==> src/rtl/gg_fpga_pkg.sv <==
// rtl/gg_fpga_pkg.sv - gg_fpga shared trigger/hit interface types
package gg_fpga_pkg;

    typedef enum logic {
        STATIC      = 1'b0,
        BOUNCE_BACK = 1'b1
    } trigger_mode_t;

    // Encodings 2 and 3 are unassigned and behave as MANUAL.
    typedef enum logic [1:0] {
        MANUAL         = 2'd0,
        AUTO_HIT_WIDTH = 2'd1
    } hitting_mode_t;

    typedef enum logic [1:0] {
        IDLE  = 2'd0,
        ARMED = 2'd1,
        HIT   = 2'd2,
        ACK   = 2'd3
    } hit_resp_state_t;

endpackage

==> src/rtl/hit_responder_btn_debounce.sv <==
// rtl/hit_responder_btn_debounce.sv - button synchronizer and stable-sample debouncer
module btn_debounce #(
    parameter int DEBOUNCE_CYCLES = 4
) (
    input  logic clk,
    input  logic rst_n,
    input  logic btn_raw,
    output logic btn_level
);

    localparam int CW = $clog2(DEBOUNCE_CYCLES + 1);
    localparam logic [CW-1:0] LAST = CW'(DEBOUNCE_CYCLES - 1);

    logic          sync1_q, sync1_d;
    logic          sync2_q, sync2_d;
    logic          level_q, level_d;
    logic [CW-1:0] cnt_q, cnt_d;

    // Any sample agreeing with the current level restarts the run.
    always_comb begin
        sync1_d = btn_raw;
        sync2_d = sync1_q;
        level_d = level_q;
        cnt_d   = '0;
        if (sync2_q != level_q) begin
            if (cnt_q == LAST) begin
                level_d = sync2_q;
            end else begin
                cnt_d = cnt_q + 1'b1;
            end
        end
    end

    always_ff @(posedge clk or negedge rst_n) begin
        if (!rst_n) begin
            sync1_q <= 1'b0;
            sync2_q <= 1'b0;
            level_q <= 1'b0;
            cnt_q   <= '0;
        end else begin
            sync1_q <= sync1_d;
            sync2_q <= sync2_d;
            level_q <= level_d;
            cnt_q   <= cnt_d;
        end
    end

    assign btn_level = level_q;

endmodule

==> src/rtl/hit_responder.sv <==
// rtl/hit_responder.sv - trigger responder raising auto or button-driven hit pulses
module hit_responder
    import gg_fpga_pkg::*;
#(
    parameter int HIT_WIDTH_W     = 8,
    parameter int TIMEOUT_W       = 16,
    parameter int DEBOUNCE_CYCLES = 4,
    parameter int CNT_W           = 16
) (
    input  logic                   clk,
    input  logic                   rst_n,
    input  trigger_mode_t          trigger_mode,
    input  hitting_mode_t          hitting_mode,
    input  logic                   trig_valid,
    output logic                   trig_ready,
    input  logic [HIT_WIDTH_W-1:0] hit_width_cfg,
    input  logic [TIMEOUT_W-1:0]   timeout_cfg,
    input  logic                   manual_btn,
    input  logic                   counts_clr,
    output logic                   hit_out,
    output logic                   bounce_ack,
    output logic                   busy,
    output logic [CNT_W-1:0]       hit_count,
    output logic [CNT_W-1:0]       miss_count
);

    localparam logic [CNT_W-1:0] CNT_MAX = '1;

    hit_resp_state_t        state_q, state_d;
    logic                   bounce_q, bounce_d;
    logic                   auto_q, auto_d;
    logic [HIT_WIDTH_W-1:0] hit_cnt_q, hit_cnt_d;
    logic [TIMEOUT_W-1:0]   timer_q, timer_d;
    logic                   hit_out_q, hit_out_d;
    logic                   bounce_ack_q, bounce_ack_d;
    logic [CNT_W-1:0]       hit_count_q, hit_count_d;
    logic [CNT_W-1:0]       miss_count_q, miss_count_d;
    logic                   btn_prev_q, btn_prev_d;
    logic                   btn_level;
    logic                   btn_rise;
    logic                   hit_inc;
    logic                   miss_inc;

    btn_debounce #(
        .DEBOUNCE_CYCLES(DEBOUNCE_CYCLES)
    ) u_btn_debounce (
        .clk      (clk),
        .rst_n    (rst_n),
        .btn_raw  (manual_btn),
        .btn_level(btn_level)
    );

    assign btn_rise = btn_level && !btn_prev_q;

    always_comb begin
        state_d    = state_q;
        bounce_d   = bounce_q;
        auto_d     = auto_q;
        hit_cnt_d  = hit_cnt_q;
        timer_d    = timer_q;
        btn_prev_d = btn_level;
        hit_inc    = 1'b0;
        miss_inc   = 1'b0;

        case (state_q)
            IDLE: begin
                if (trig_valid) begin
                    state_d   = ARMED;
                    bounce_d  = (trigger_mode == BOUNCE_BACK);
                    auto_d    = (hitting_mode == AUTO_HIT_WIDTH);
                    hit_cnt_d = (hit_width_cfg == '0) ? '0 : hit_width_cfg - 1'b1;
                    timer_d   = timeout_cfg;
                end
            end
            ARMED: begin
                // A press on the expiry cycle wins; a zero timer never expires.
                if (auto_q || btn_rise) begin
                    state_d = HIT;
                end else if (timer_q == TIMEOUT_W'(1)) begin
                    state_d  = IDLE;
                    miss_inc = 1'b1;
                end else if (timer_q != '0) begin
                    timer_d = timer_q - 1'b1;
                end
            end
            HIT: begin
                if (hit_cnt_q == '0) begin
                    hit_inc = 1'b1;
                    state_d = bounce_q ? ACK : IDLE;
                end else begin
                    hit_cnt_d = hit_cnt_q - 1'b1;
                end
            end
            ACK: begin
                state_d = IDLE;
            end
            default: begin
                state_d = IDLE;
            end
        endcase

        hit_out_d    = (state_d == HIT);
        bounce_ack_d = (state_d == ACK);

        if (counts_clr) begin
            hit_count_d  = '0;
            miss_count_d = '0;
        end else begin
            hit_count_d  = (hit_inc && hit_count_q != CNT_MAX) ? hit_count_q + 1'b1 : hit_count_q;
            miss_count_d = (miss_inc && miss_count_q != CNT_MAX) ? miss_count_q + 1'b1 : miss_count_q;
        end
    end

    always_ff @(posedge clk or negedge rst_n) begin
        if (!rst_n) begin
            state_q      <= IDLE;
            bounce_q     <= 1'b0;
            auto_q       <= 1'b0;
            hit_cnt_q    <= '0;
            timer_q      <= '0;
            hit_out_q    <= 1'b0;
            bounce_ack_q <= 1'b0;
            hit_count_q  <= '0;
            miss_count_q <= '0;
            btn_prev_q   <= 1'b0;
        end else begin
            state_q      <= state_d;
            bounce_q     <= bounce_d;
            auto_q       <= auto_d;
            hit_cnt_q    <= hit_cnt_d;
            timer_q      <= timer_d;
            hit_out_q    <= hit_out_d;
            bounce_ack_q <= bounce_ack_d;
            hit_count_q  <= hit_count_d;
            miss_count_q <= miss_count_d;
            btn_prev_q   <= btn_prev_d;
        end
    end

    assign trig_ready = (state_q == IDLE);
    assign busy       = (state_q != IDLE);
    assign hit_out    = hit_out_q;
    assign bounce_ack = bounce_ack_q;
    assign hit_count  = hit_count_q;
    assign miss_count = miss_count_q;

endmodule

==> config.mk <==
export PLATFORM = sky130hd
export DESIGN_NAME = hit_responder
export DESIGN_NICKNAME = d
export VERILOG_FILES = /design/src/rtl/gg_fpga_pkg.sv /design/src/rtl/hit_responder_btn_debounce.sv /design/src/rtl/hit_responder.sv
export SDC_FILE = /design/constraint.sdc
export NUM_CORES = 1
export LEC_CHECK = 0
export ABC_CLOCK_PERIOD_IN_PS = 3150
export BUFFER_PORTS_ARGS = -buffer_cell sky130_fd_sc_hd__buf_2
export CAP_MARGIN = 20
export CELL_PAD_IN_SITES_DETAIL_PLACEMENT = 1
export CELL_PAD_IN_SITES_GLOBAL_PLACEMENT = 2
export CORE_ASPECT_RATIO = 2
export CORE_UTILIZATION = 34
export DETAILED_ROUTE_END_ITERATION = 12
export GPL_ROUTABILITY_DRIVEN = 0
export GPL_TIMING_DRIVEN = 0
export PLACE_DENSITY = 0.76
export SLEW_MARGIN = 15
export SYNTH_ARGS = -nofsm -noshare
export SYNTH_HDL_FRONTEND = slang
export SYNTH_HIERARCHICAL = 1
export SYNTH_SLANG_ARGS = --single-unit
==> constraint.sdc <==
create_clock -name clk -period 3.15 [get_ports clk]
set_input_delay 0.4725 -clock clk [delete_from_list [all_inputs] [get_ports clk]]
set_output_delay 0.4725 -clock clk [all_outputs]
set_load 0.1 [all_outputs]
# After elaboration in Yosys (flattened, before gate mapping)
# Cells that the tools add are included.
# classes
addsub	6
mul	0
n_div	0
magnitude_cmp	0
n_eq_ne	16
n_shift	0
n_mux	26
bitwise_logic	0
n_reduce_logical	18
# ops
operator	count
$mux 16	8
$add 16x1->16 const B	2
$ne 16x16->1 const B	2
$pmux 16 s2	1
$mux 8	3
$eq 16x1->1 const B	1
$logic_not 8->1	2
$pmux 8 s2	1
$reduce_bool 16->1	1
$sub 16x1->16 const B	1
$sub 8x1->8 const B	2
$mux 2	5
$ne 2x2->1 const B	5
$reduce_bool 2->1	5
$eq 2x2->1 const B	4
$pmux 2 s4	1
$mux 3	2
$mux 1	5
$reduce_and 5->1	1
$eq 2x1->1 const B	2
$reduce_and 2->1	2
$add 3x1->3 const B	1
$eq 3x2->1 const B	1
$logic_and 1x1->1	3
5 further kinds	5
# totals
regBits	69
latch_bits	0
ramBits	0
romBits	0
output_inout_bits	36
word_cells	80
memories	0

# Logic depth before layout (Yosys ltp)
# Gate-level depths: netlist of the first run.
# logic_depth
depth_word	8
ltp_mapped	8
depth_no_buf	7

# Cells and area by module
# The synthesis of the first run kept the hierarchy.
# modules_own_cells
mod	instances	cells_per_inst	area_each_um2	seq_area_each_um2
hit_responder	1	427	3783.6	1576.5
btn_debounce	1	13	216.5	150.1

# Worst setup path before layout of the first run
# No wires, ideal clock.
# synth_timing
path_type	register to register
startpoint	register miss_count_q[0], in the netlist miss_count[0]
endpoint	register miss_count_q[12], in the netlist miss_count[12]
setup_time_ns	0.125
t_arrival_ns	2.537
setup_slack_ns	0.489
path_stages_with_launch	7
path_cell_list	dfrtp_1 > ha_1 > nand4_1 > nor3_1 > nor4_1 > nand3_1 > mux2_2
# synth_between
elab_chain_cells	3
# synth_lines
item	line_no	rtl
start, declared	hit_responder.sv:37	logic [CNT_W-1:0] miss_count_q, miss_count_d;
start signal, assigned	hit_responder.sv:135	miss_count_q <= miss_count_d;
$add 16x1->16 or $ne 16x16->1 (tied branches)	hit_responder.sv:110	miss_count_d = (miss_inc && miss_count_q != CNT_MAX) ? miss_count_q + 1'b1 : miss_count_q;
$mux 16 or $logic_and 1x1->1 (tied branches)	hit_responder.sv:110	
$mux 16 or $reduce_bool 2->1 (tied branches)	--	
# Parallel ways exist; a longest one is shown, timed or not. The select of a mux whose other input is x is not followed.
# A chain may end at the register's enable or synchronous reset.

# Worst setup path in the final report of the first run
# layout_timing
startpoint	register timer_q[1]
endpoint	register miss_count_q[12], in the netlist miss_count[12]
# layout_between
elab_chain_cells	6
# layout_lines
item	line_no	rtl
start, declared	hit_responder.sv:33	logic [TIMEOUT_W-1:0] timer_q, timer_d;
start signal, assigned	hit_responder.sv:131	timer_q <= timer_d;
$eq 16x1->1	hit_responder.sv:79	end else if (timer_q == TIMEOUT_W'(1)) begin
$mux 1	hit_responder.sv:79	
$mux 1	hit_responder.sv:77	if (auto_q || btn_rise) begin
$mux 1	hit_responder.sv:65	case (state_q)
$logic_and 1x1->1	hit_responder.sv:110	
$reduce_bool 2->1 (no line)	--	
# No other way between the ends.

==> impl_metrics.toml, run 1 <==
[timing]
rsz0062_at_grt = "no"
setup_violations = 0
finalCritPeriodShare = 0.8701
tightest_slew_ps = 823.3
postLayoutSetupSlackWorst_ps = 409.1
timing.setup.tns_ps = 0
relSlewSlack = 0.4461
clock_skew_ps = 8.507
clock.fmax_ghz = 0.3648
slew_viol_final = 0
period_needed_ps = 2741
timing.final.hold_violations = 0

[placed_design]
hpwl_um = 8938
dp_slack_ps = 102.6
port-buffer-count = 66

[clock_tree]
numCtsBuffers = 9
root_buffer = "clkbuf_16"
clock_sinks = 69
clockBufferDepth = 2
clk_pin_slew_worst_paths_ps = 60
postCtsSetupBuffers = 0
cts_max_level = 3
insertion_delay_ps = 330
cts_tree = "yes"

[logic_synthesis]
synthAdderAreaFrac = 0.02815
synth-compound-area-share = 0.1633
async_flop_share = 1.000
synth_seq_cells = 69
synthSimpleGateAreaFrac = 0.2809
syn_nets = 481
synth-xor-area-share = 0.05255
ys.flop_type = "dfrtp_1"
synth_edf_count = 0
synth-seq-area-share = 0.4317
syn_avg_cell_area_um2 = 9.091
synth_top_family_by_area = "simple AND/OR/NAND/NOR gates"
synth_mux_area_frac = 0.01314
ys_warn_count = 6
yosysUniqueCellTypes = 57
syn-cell-area_um2 = 4000
syn_inst = 440

[die]
core_um2 = 11350
dieHeight_um = 155.4
num_rows = 55
die_x_um = 78.70
initial_core_util = 0.3523
fp.dieArea_um2 = 12230
top_level_ports = 68

[global_route]
gr-total-overflow = 0
grt_use_total = 0.2139
grt_max_degree = 52
grt_pass1_wl_um = 20410
antenna_found_initial = 0
grt_pass1_vias = 4116

[cells_and_area]
final_cell_mix = "dfrtp_1 (69), buf_2 (66), nor2_1 (40)"
multi_input_area_um2 = 2156
diodes = 0
areaGrowthSynthToFinish_pct = 20.86
nets = 559
seq_area_um2 = 1727
n_fill_cell = 1357
layout_commonest_cell = "dfrtp_1"
drive_above_1_share = 0.1874

[critical_path]
path_max_fanout = 10
cp_slowest_cell = "nor4_1"
worstPathArrival_ps = 2960
path_cells = "inv_1, ha_1, nor4b_1, nand4_4, nor4_1, nand3_1, mux2_2"
critPathKind = "flip-flop to flip-flop"
critical_path.max_stage_delay_ps = 700
worstPathRequired_ps = 3370
end_kind = "flip-flop"
critPathLaunchType = "flip-flop"

[route]
vias_per_cell = 5.698
ant_nets = 0
vias = 3789
routed_wl_um = 11900
wire_per_inst_um = 17.89
dr.pass1.iters = 4
drtIter0Drc = 142
drc = 0

[power_and_ir_drop]
power.density_nw_per_um2 = 767.7
p_leak_nw = 2.075
ir_worst_vdd_mv = 0.4893
power_mw = 3.712

[worst_hold_path]
hp-class = "primary input to asynchronous set/reset pin"

[run_status]
status = "finished clean"

[run]
maxCapViolations = 0
flip-flops by register name, summed over array words and instances, names as in the netlist, 2 cells and up:
signal,cells
state_q,2
timer_q,16
u_btn_debounce/cnt_q,3
hit_cnt_q,8
hit_count,16
miss_count,16
worst max-delay path, delay by kind of cell, from the launching register on:
kind | cells | cell delay [ps]
and+or+nand+nor | 4 | 1610
muxes | 1 | 300
adders and majority gates | 1 | 200
DFF | 1 | 400
buffers and inverters | 1 | 130
cells by family after synthesis:
| family | count (synthesis) |
|---|---|
| buf+inv | 30 |
| compound gates | 105 |
| mux | 5 |
| flops | 69 |
| fa+ha+maj | 9 |
| simple gates | 198 |
| xor+xnor | 24 |
routing by layer:
| layer | GRT usage | routed length [um] | up-vias |
|---|---|---|---|
| met5 | 0 | 0 | - |
| met2 | 0.4087 | 6725 | 85 |
| met3 | 0.03343 | 368 | 25 |
| met1 | 0.2285 | 4523 | 1892 |
| met4 | 0.07937 | 281 | 0 |
| li1 | - | - | 1787 |
stage by stage:
| stage | hold slack (ps) | std cells | utilization | area [um2] |
|---|---|---|---|---|
| finish | 16.58 | 665 | 0.4258 | 4835 |
| global route | 27.04 | 665 | 0.4258 | 4835 |
| CTS | 21.32 | 665 | 0.4255 | 4831 |
| detailed placement | 343.4 | 649 | 0.3997 | 4538 |
| global placement | 336.6 | 648 | 0.3970 | 4508 |
| floorplan | 176.9 | 440 | - | 4000 |
path summary, 6_finish.rpt:
path,slack (ps),start,to,cells after the start
setup / recovery,410,timer_q[1],miss_count[12],7
hold / removal,20,rst_n,timer_q[0],1
setup reg to reg,410,timer_q[1],miss_count[12],7
hold reg to reg,350,u_btn_debounce/sync1_q,u_btn_debounce/sync2_q,0
max in group asynchronous,2570,rst_n,hit_count[10],2
min in group clk,250,manual_btn,u_btn_debounce/sync1_q,1
power by group:
| part | internal (mW) | total [mW] | switching (mW) |
|---|---|---|---|
| clock network | 0.629 | 1.02 | 0.390 |
| registers | 1.10 | 1.34 | 0.240 |
| logic | 0.440 | 1.36 | 0.915 |
| total | 2.17 | 3.71 | 1.55 |
synthesized netlist by cell type, types with 3 or more instances:
| library cell | number | area share |
|---|---|---|
| dfrtp_1 | 69 | 0.43 |
| nor2_1 | 40 | 0.038 |
| nor2b_1 | 8 | 0.013 |
| nand2b_1 | 5 | 0.0078 |
| nor4b_1 | 6 | 0.013 |
| xor2_1 | 8 | 0.018 |
| nor3_1 | 18 | 0.023 |
| a21o_1 | 3 | 0.0056 |
| nand2_1 | 33 | 0.031 |
| nand3_1 | 20 | 0.025 |
| a22o_1 | 5 | 0.011 |
| o21ai_0 | 30 | 0.038 |
| a21oi_1 | 30 | 0.038 |
| mux2i_1 | 3 | 0.0075 |
| ha_1 | 9 | 0.028 |
| nand4_1 | 9 | 0.014 |
| clkbuf_1 | 14 | 0.013 |
| o22ai_1 | 12 | 0.019 |
| o211ai_1 | 7 | 0.013 |
| nor3b_1 | 4 | 0.0075 |
| or4_1 | 5 | 0.0094 |
| and3_1 | 7 | 0.011 |
| nor4_1 | 14 | 0.022 |
| or3_1 | 9 | 0.014 |
| inv_1 | 14 | 0.013 |
| xnor2_1 | 16 | 0.035 |
cell type report:
cell class,count,area share
plain buffers,16,0.01423
clock buffers,11,0.05021
clock inverters,5,0.01035
inverters,14,0.01087
multi-input cells,341,0.4459
flip-flops and latches,69,0.3571
well taps,142,0.03675
repair buffers,67,0.07453
timing repair:
action	CTS	global route
hold buffers	0	0
gates resized for setup	0	1
setup endpoints to repair	0	1
endpoints found under the hold margin	0	0
No activity file was read; power rests on OpenSTA's default activity.
==> run 2, diff against run 1 <==
--- a/config.mk
+++ b/config.mk
@@ -15,6 +15,7 @@
 export DETAILED_ROUTE_END_ITERATION = 12
 export GPL_ROUTABILITY_DRIVEN = 0
 export GPL_TIMING_DRIVEN = 0
+export HOLD_SLACK_MARGIN = 0.05
 export PLACE_DENSITY = 0.76
 export SLEW_MARGIN = 15
 export SYNTH_ARGS = -nofsm -noshare
==> run 2 against run 1 <==
Against the previous run: global-route usage about the same; clock power about the same; non-clock buffer count increased by 1; sequential share of layout area decreased by 0.074 points; via count decreased by 0.58%; clock skew about the same; routed wire length decreased by 0.12%.
==> impl_metrics.toml, run 2 (synthesis results as in run 1) <==
[run]
maxCapViolations = 0

[die]
die_x_um = 78.70
dieHeight_um = 155.4
initial_core_util = 0.3523
core_um2 = 11350
num_rows = 55
top_level_ports = 68
fp.dieArea_um2 = 12230

[cells_and_area]
final_cell_mix = "dfrtp_1 (69), buf_2 (66), nor2_1 (40)"
multi_input_area_um2 = 2156
seq_area_um2 = 1727
nets = 560
fin_cells = 666
areaGrowthSynthToFinish_pct = 21.11
drive_above_1_share = 0.1870
layout_commonest_cell = "dfrtp_1"
n_fill_cell = 1356
final_area_um2 = 4845
diodes = 0

[global_route]
grtUsageMet1 = 0.2285
antenna_found_initial = 0
gr-total-overflow = 0
grt_pass1_wl_um = 20440
grt_max_degree = 52
grtUsageMet2 = 0.4095
grt_use_total = 0.2142
grt_pass1_vias = 4128
grt.busiest_layer = "met2"
grt.met3_usage = 0.03343

[route]
ant_nets = 0
dr.pass1.iters = 6
wire_per_inst_um = 17.84
vias = 3767
vias_per_cell = 5.656
drtIter0Drc = 140
routed_wl_um = 11880
drc = 0

[critical_path]
critical_path.max_stage_delay_ps = 700
critPathKind = "flip-flop to flip-flop"
crit_buf_inv = 1
worstPathArrival_ps = 2950
worstPathRequired_ps = 3370
cp_slowest_cell = "nor4_1"
critPathLaunchType = "flip-flop"
end_kind = "flip-flop"
path_max_fanout = 10
path_cells = "inv_1, ha_1, nor4b_1, nand4_4, nor4_1, nand3_1, mux2_2"
crit_family = "simple AND/OR/NAND/NOR gates"

[timing]
period_needed_ps = 2727
relSlewSlack = 0.4459
timing.final.hold_violations = 0
rsz0062_at_grt = "no"
tightest_slew_ps = 823.6
timing.setup.tns_ps = 0
slew_viol_final = 0
clock.fmax_ghz = 0.3667
setup_violations = 0
clock_skew_ps = 8.397
finalCritPeriodShare = 0.8658

[clock_tree]
cts_max_level = 3
insertion_delay_ps = 330
clk_pin_slew_worst_paths_ps = 60
postCtsSetupBuffers = 0
root_buffer = "clkbuf_16"
clockBufferDepth = 2
numCtsBuffers = 9
cts_tree = "yes"
clock_sinks = 69

[power_and_ir_drop]
power.density_nw_per_um2 = 765.0
ir_worst_vdd_mv = 0.4890
p_leak_nw = 2.079

[placed_design]
port-buffer-count = 66
hpwl_um = 8938
dpl_cell_area_um2 = 4538
dp_cells = 649

[run_status]
status = "finished clean"

[worst_hold_path]
hp-class = "primary input to flip-flop"
run 2: layout make-up:
| cell class | instances | share of cell area |
|---|---|---|
| multi-input cells | 341 | 0.4450 |
| flip-flops and latches | 69 | 0.3564 |
| inverters | 14 | 0.01085 |
| clock inverters | 5 | 0.01033 |
| well taps | 142 | 0.03667 |
| plain buffers | 16 | 0.01420 |
| repair buffers | 68 | 0.07645 |
| clock buffers | 11 | 0.05010 |
run 2: metrics by stage:
step	power, mW	util	hold slack, ps	worst slack (ps)
2_1_floorplan	2.270	-	176.9	488.8
3_3_place_gp	2.654	0.3970	336.6	165.5
3_5_place_dp	2.705	0.3997	343.4	102.6
4_1_cts	3.740	0.4263	238.6	213.5
5_1_grt	3.972	0.4267	240.3	214.3
6_report	3.706	0.4267	246.9	422.7
run 2: where the power goes:
group / switching [mW] / total [mW] / internal [mW]
logic: 0.911 / 1.35 / 0.440
clock network: 0.389 / 1.02 / 0.629
registers: 0.239 / 1.34 / 1.10
run 2: worst reg2reg max path, cell delays in order (launching register included):
cell and delay, ps:
dfrtp_1 400, inv_1 120, ha_1 200, nor4b_1 470, nand4_4 260, nor4_1 700
nand3_1 170, mux2_2 300
run 2: repair_timing:
action / CTS / global route
endpoints found under the setup margin: 0 / 1
endpoints found under the hold margin: 18 / 0
hold buffers: 1 / 0
resized for setup: 0 / 1
run 2: final timing paths:
path                                        start                endpoint  slack (ps)  cells past startpoint
max                                    timer_q[1]          miss_count[12]         420                      7
min                                    manual_btn  u_btn_debounce/sync1_q         250                      1
max reg2reg                            timer_q[1]          miss_count[12]         420                      7
min reg2reg                u_btn_debounce/sync1_q  u_btn_debounce/sync2_q         350                      0
max in group asynchronous                   rst_n           hit_count[10]        2030                      3
min in group asynchronous                   rst_n              timer_q[0]         560                      2
run 2: routing by layer:
layer	routed length, um	up-vias
met3	378	21
met1	4507	1886
li1	-	1788
met4	263	0
met2	6734	72
met5	0	-
==> run 3, diff against run 2 <==
--- a/config.mk
+++ b/config.mk
@@ -5,7 +5,7 @@
 export SDC_FILE = /design/constraint.sdc
 export NUM_CORES = 1
 export LEC_CHECK = 0
-export ABC_CLOCK_PERIOD_IN_PS = 3150
+export ABC_CLOCK_PERIOD_IN_PS = 2700
 export BUFFER_PORTS_ARGS = -buffer_cell sky130_fd_sc_hd__buf_2
 export CAP_MARGIN = 20
 export CELL_PAD_IN_SITES_DETAIL_PLACEMENT = 1
@@ -17,6 +17,7 @@
 export GPL_TIMING_DRIVEN = 0
 export HOLD_SLACK_MARGIN = 0.05
 export PLACE_DENSITY = 0.76
+export SETUP_SLACK_MARGIN = 0.2
 export SLEW_MARGIN = 15
 export SYNTH_ARGS = -nofsm -noshare
 export SYNTH_HDL_FRONTEND = slang
==> constraint.sdc (replaced) <==
create_clock -name clk -period 2.7 [get_ports clk]
set_input_delay 0.405 -clock clk [delete_from_list [all_inputs] [get_ports clk]]
set_output_delay 0.405 -clock clk [all_outputs]
set_load 0.1 [all_outputs]
==> run 3 against run 2 <==
Against the previous run: clock skew is 5.7 ps higher; largest power group unchanged; via count decreased by 0.56%; design area rose by 3.0%; sequential cell count did not move; power up 21%.
==> impl_metrics.toml, run 3 (synthesis results as in run 1) <==
[timing]
holdWs_ps = 178.5
postLayoutSetupSlackWorst_ps = 335.7
slew_viol_final = 0
clock.fmax_ghz = 0.4230
timing.final.hold_violations = 0
clock_skew_ps = 14.08
timing.setup.tns_ps = 0
tightest_slew_ps = 938.0
rsz0062_at_grt = "no"
relSlewSlack = 0.3698
period_needed_ps = 2364
finalCritPeriodShare = 0.8757
setup_violations = 0

[global_route]
antenna_found_initial = 0
gr-total-overflow = 0
grt_use_total = 0.2089
grt_max_degree = 41
grt_pass1_vias = 4018
grt_pass1_wl_um = 20040

[clock_tree]
clockBufferDepth = 2
cts_tree = "yes"
root_buffer = "clkbuf_16"
clock_sinks = 69
clk_pin_slew_worst_paths_ps = 60
insertion_delay_ps = 340
cts_max_level = 3
numCtsBuffers = 9

[die]
die_x_um = 78.70
core_um2 = 11350
top_level_ports = 68
fp.dieArea_um2 = 12230
num_rows = 55
initial_core_util = 0.3523
dieHeight_um = 155.4

[power_and_ir_drop]
ir_worst_vdd_mv = 0.6830
power_mw = 4.494
p_leak_nw = 2.120
power.density_nw_per_um2 = 900.5

[route]
routed_wl_um = 11780
drtIter0Drc = 131
wire_per_inst_um = 17.53
ant_nets = 0
drc = 0
dr.pass1.iters = 4
vias_per_cell = 5.574
vias = 3746

[worst_hold_path]
hp-class = "primary input to flip-flop"

[critical_path]
critPathLaunchType = "flip-flop"
path_max_fanout = 10
end_kind = "flip-flop"
worstPathArrival_ps = 2620
critPathKind = "flip-flop to flip-flop"
worstPathRequired_ps = 2950

[placed_design]
hpwl_um = 8864
port-buffer-count = 66
dp_cells = 649
dp_slack_ps = -158.5
dpl_cell_area_um2 = 4546

[cells_and_area]
fin_cells = 672
areaGrowthSynthToFinish_pct = 24.77
layout_commonest_cell = "buf_2"
nets = 566
final_cell_mix = "buf_2 (66), dfrtp_1 (63), nor2_1 (40)"
diodes = 0
drive_above_1_share = 0.2208
final_area_um2 = 4991
final_core_util = 0.4396

[run]
maxCapViolations = 0

[run_status]
status = "finished clean"
[run 3: worst max-delay path: stages, from the launching register on]
cell	delay [ps]
dfrtp_1	400
inv_1	120
ha_1	210
nor4b_4	270
nand4_4	230
or3_1	420
buf_6	150
or3_1	340
a21oi_1	150
[run 3: cell type report]
cell class              instances  area, um2
fillers                      1356       6364
multi-input cells             341       2213
flip-flops and latches         69       1734
repair buffers                 74      415.4
clock buffers                  13      260.3
well taps                     142      177.7
clock inverters                 3      68.82
plain buffers                  16      68.82
inverters                      14      52.55
[run 3: where the power goes]
part	internal [mW]	total (mW)	switching [mW]
Clock	0.862	1.30	0.440
Sequential	1.28	1.59	0.306
Combinational	0.541	1.61	1.07
Total	2.68	4.49	1.81
[run 3: worst paths after layout]
check	startpoint	to	slack (ps)	depth (start not counted)
worst max-delay path	timer_q[1]	miss_count[15]	340	8
worst min-delay path	manual_btn	u_btn_debounce/sync1_q	180	1
worst max register to register	timer_q[1]	miss_count[15]	340	8
worst min register to register	u_btn_debounce/sync1_q	u_btn_debounce/sync2_q	350	0
max in group asynchronous	rst_n	miss_count[10]	1590	3
min in group asynchronous	rst_n	timer_q[4]	550	2
[run 3: repair_timing]
action | in CTS | in global routing
setup buffers | 3 | 3
hold endpoints to repair | 29 | 0
endpoints found under the setup margin | 19 | 15
hold buffers | 1 | 0
pin swaps | 2 | 1
cloned | 0 | 0
resized for setup | 5 | 5
[run 3: per-layer routing]
layer  GRT usage  wire length [um]  vias to the layer above
li1            -                 -                     1800
met1      0.2221              4570                     1865
met2      0.4008              6674                       67
met3     0.03695               343                       14
met4     0.06966               195                        0
met5           0                 0                        -
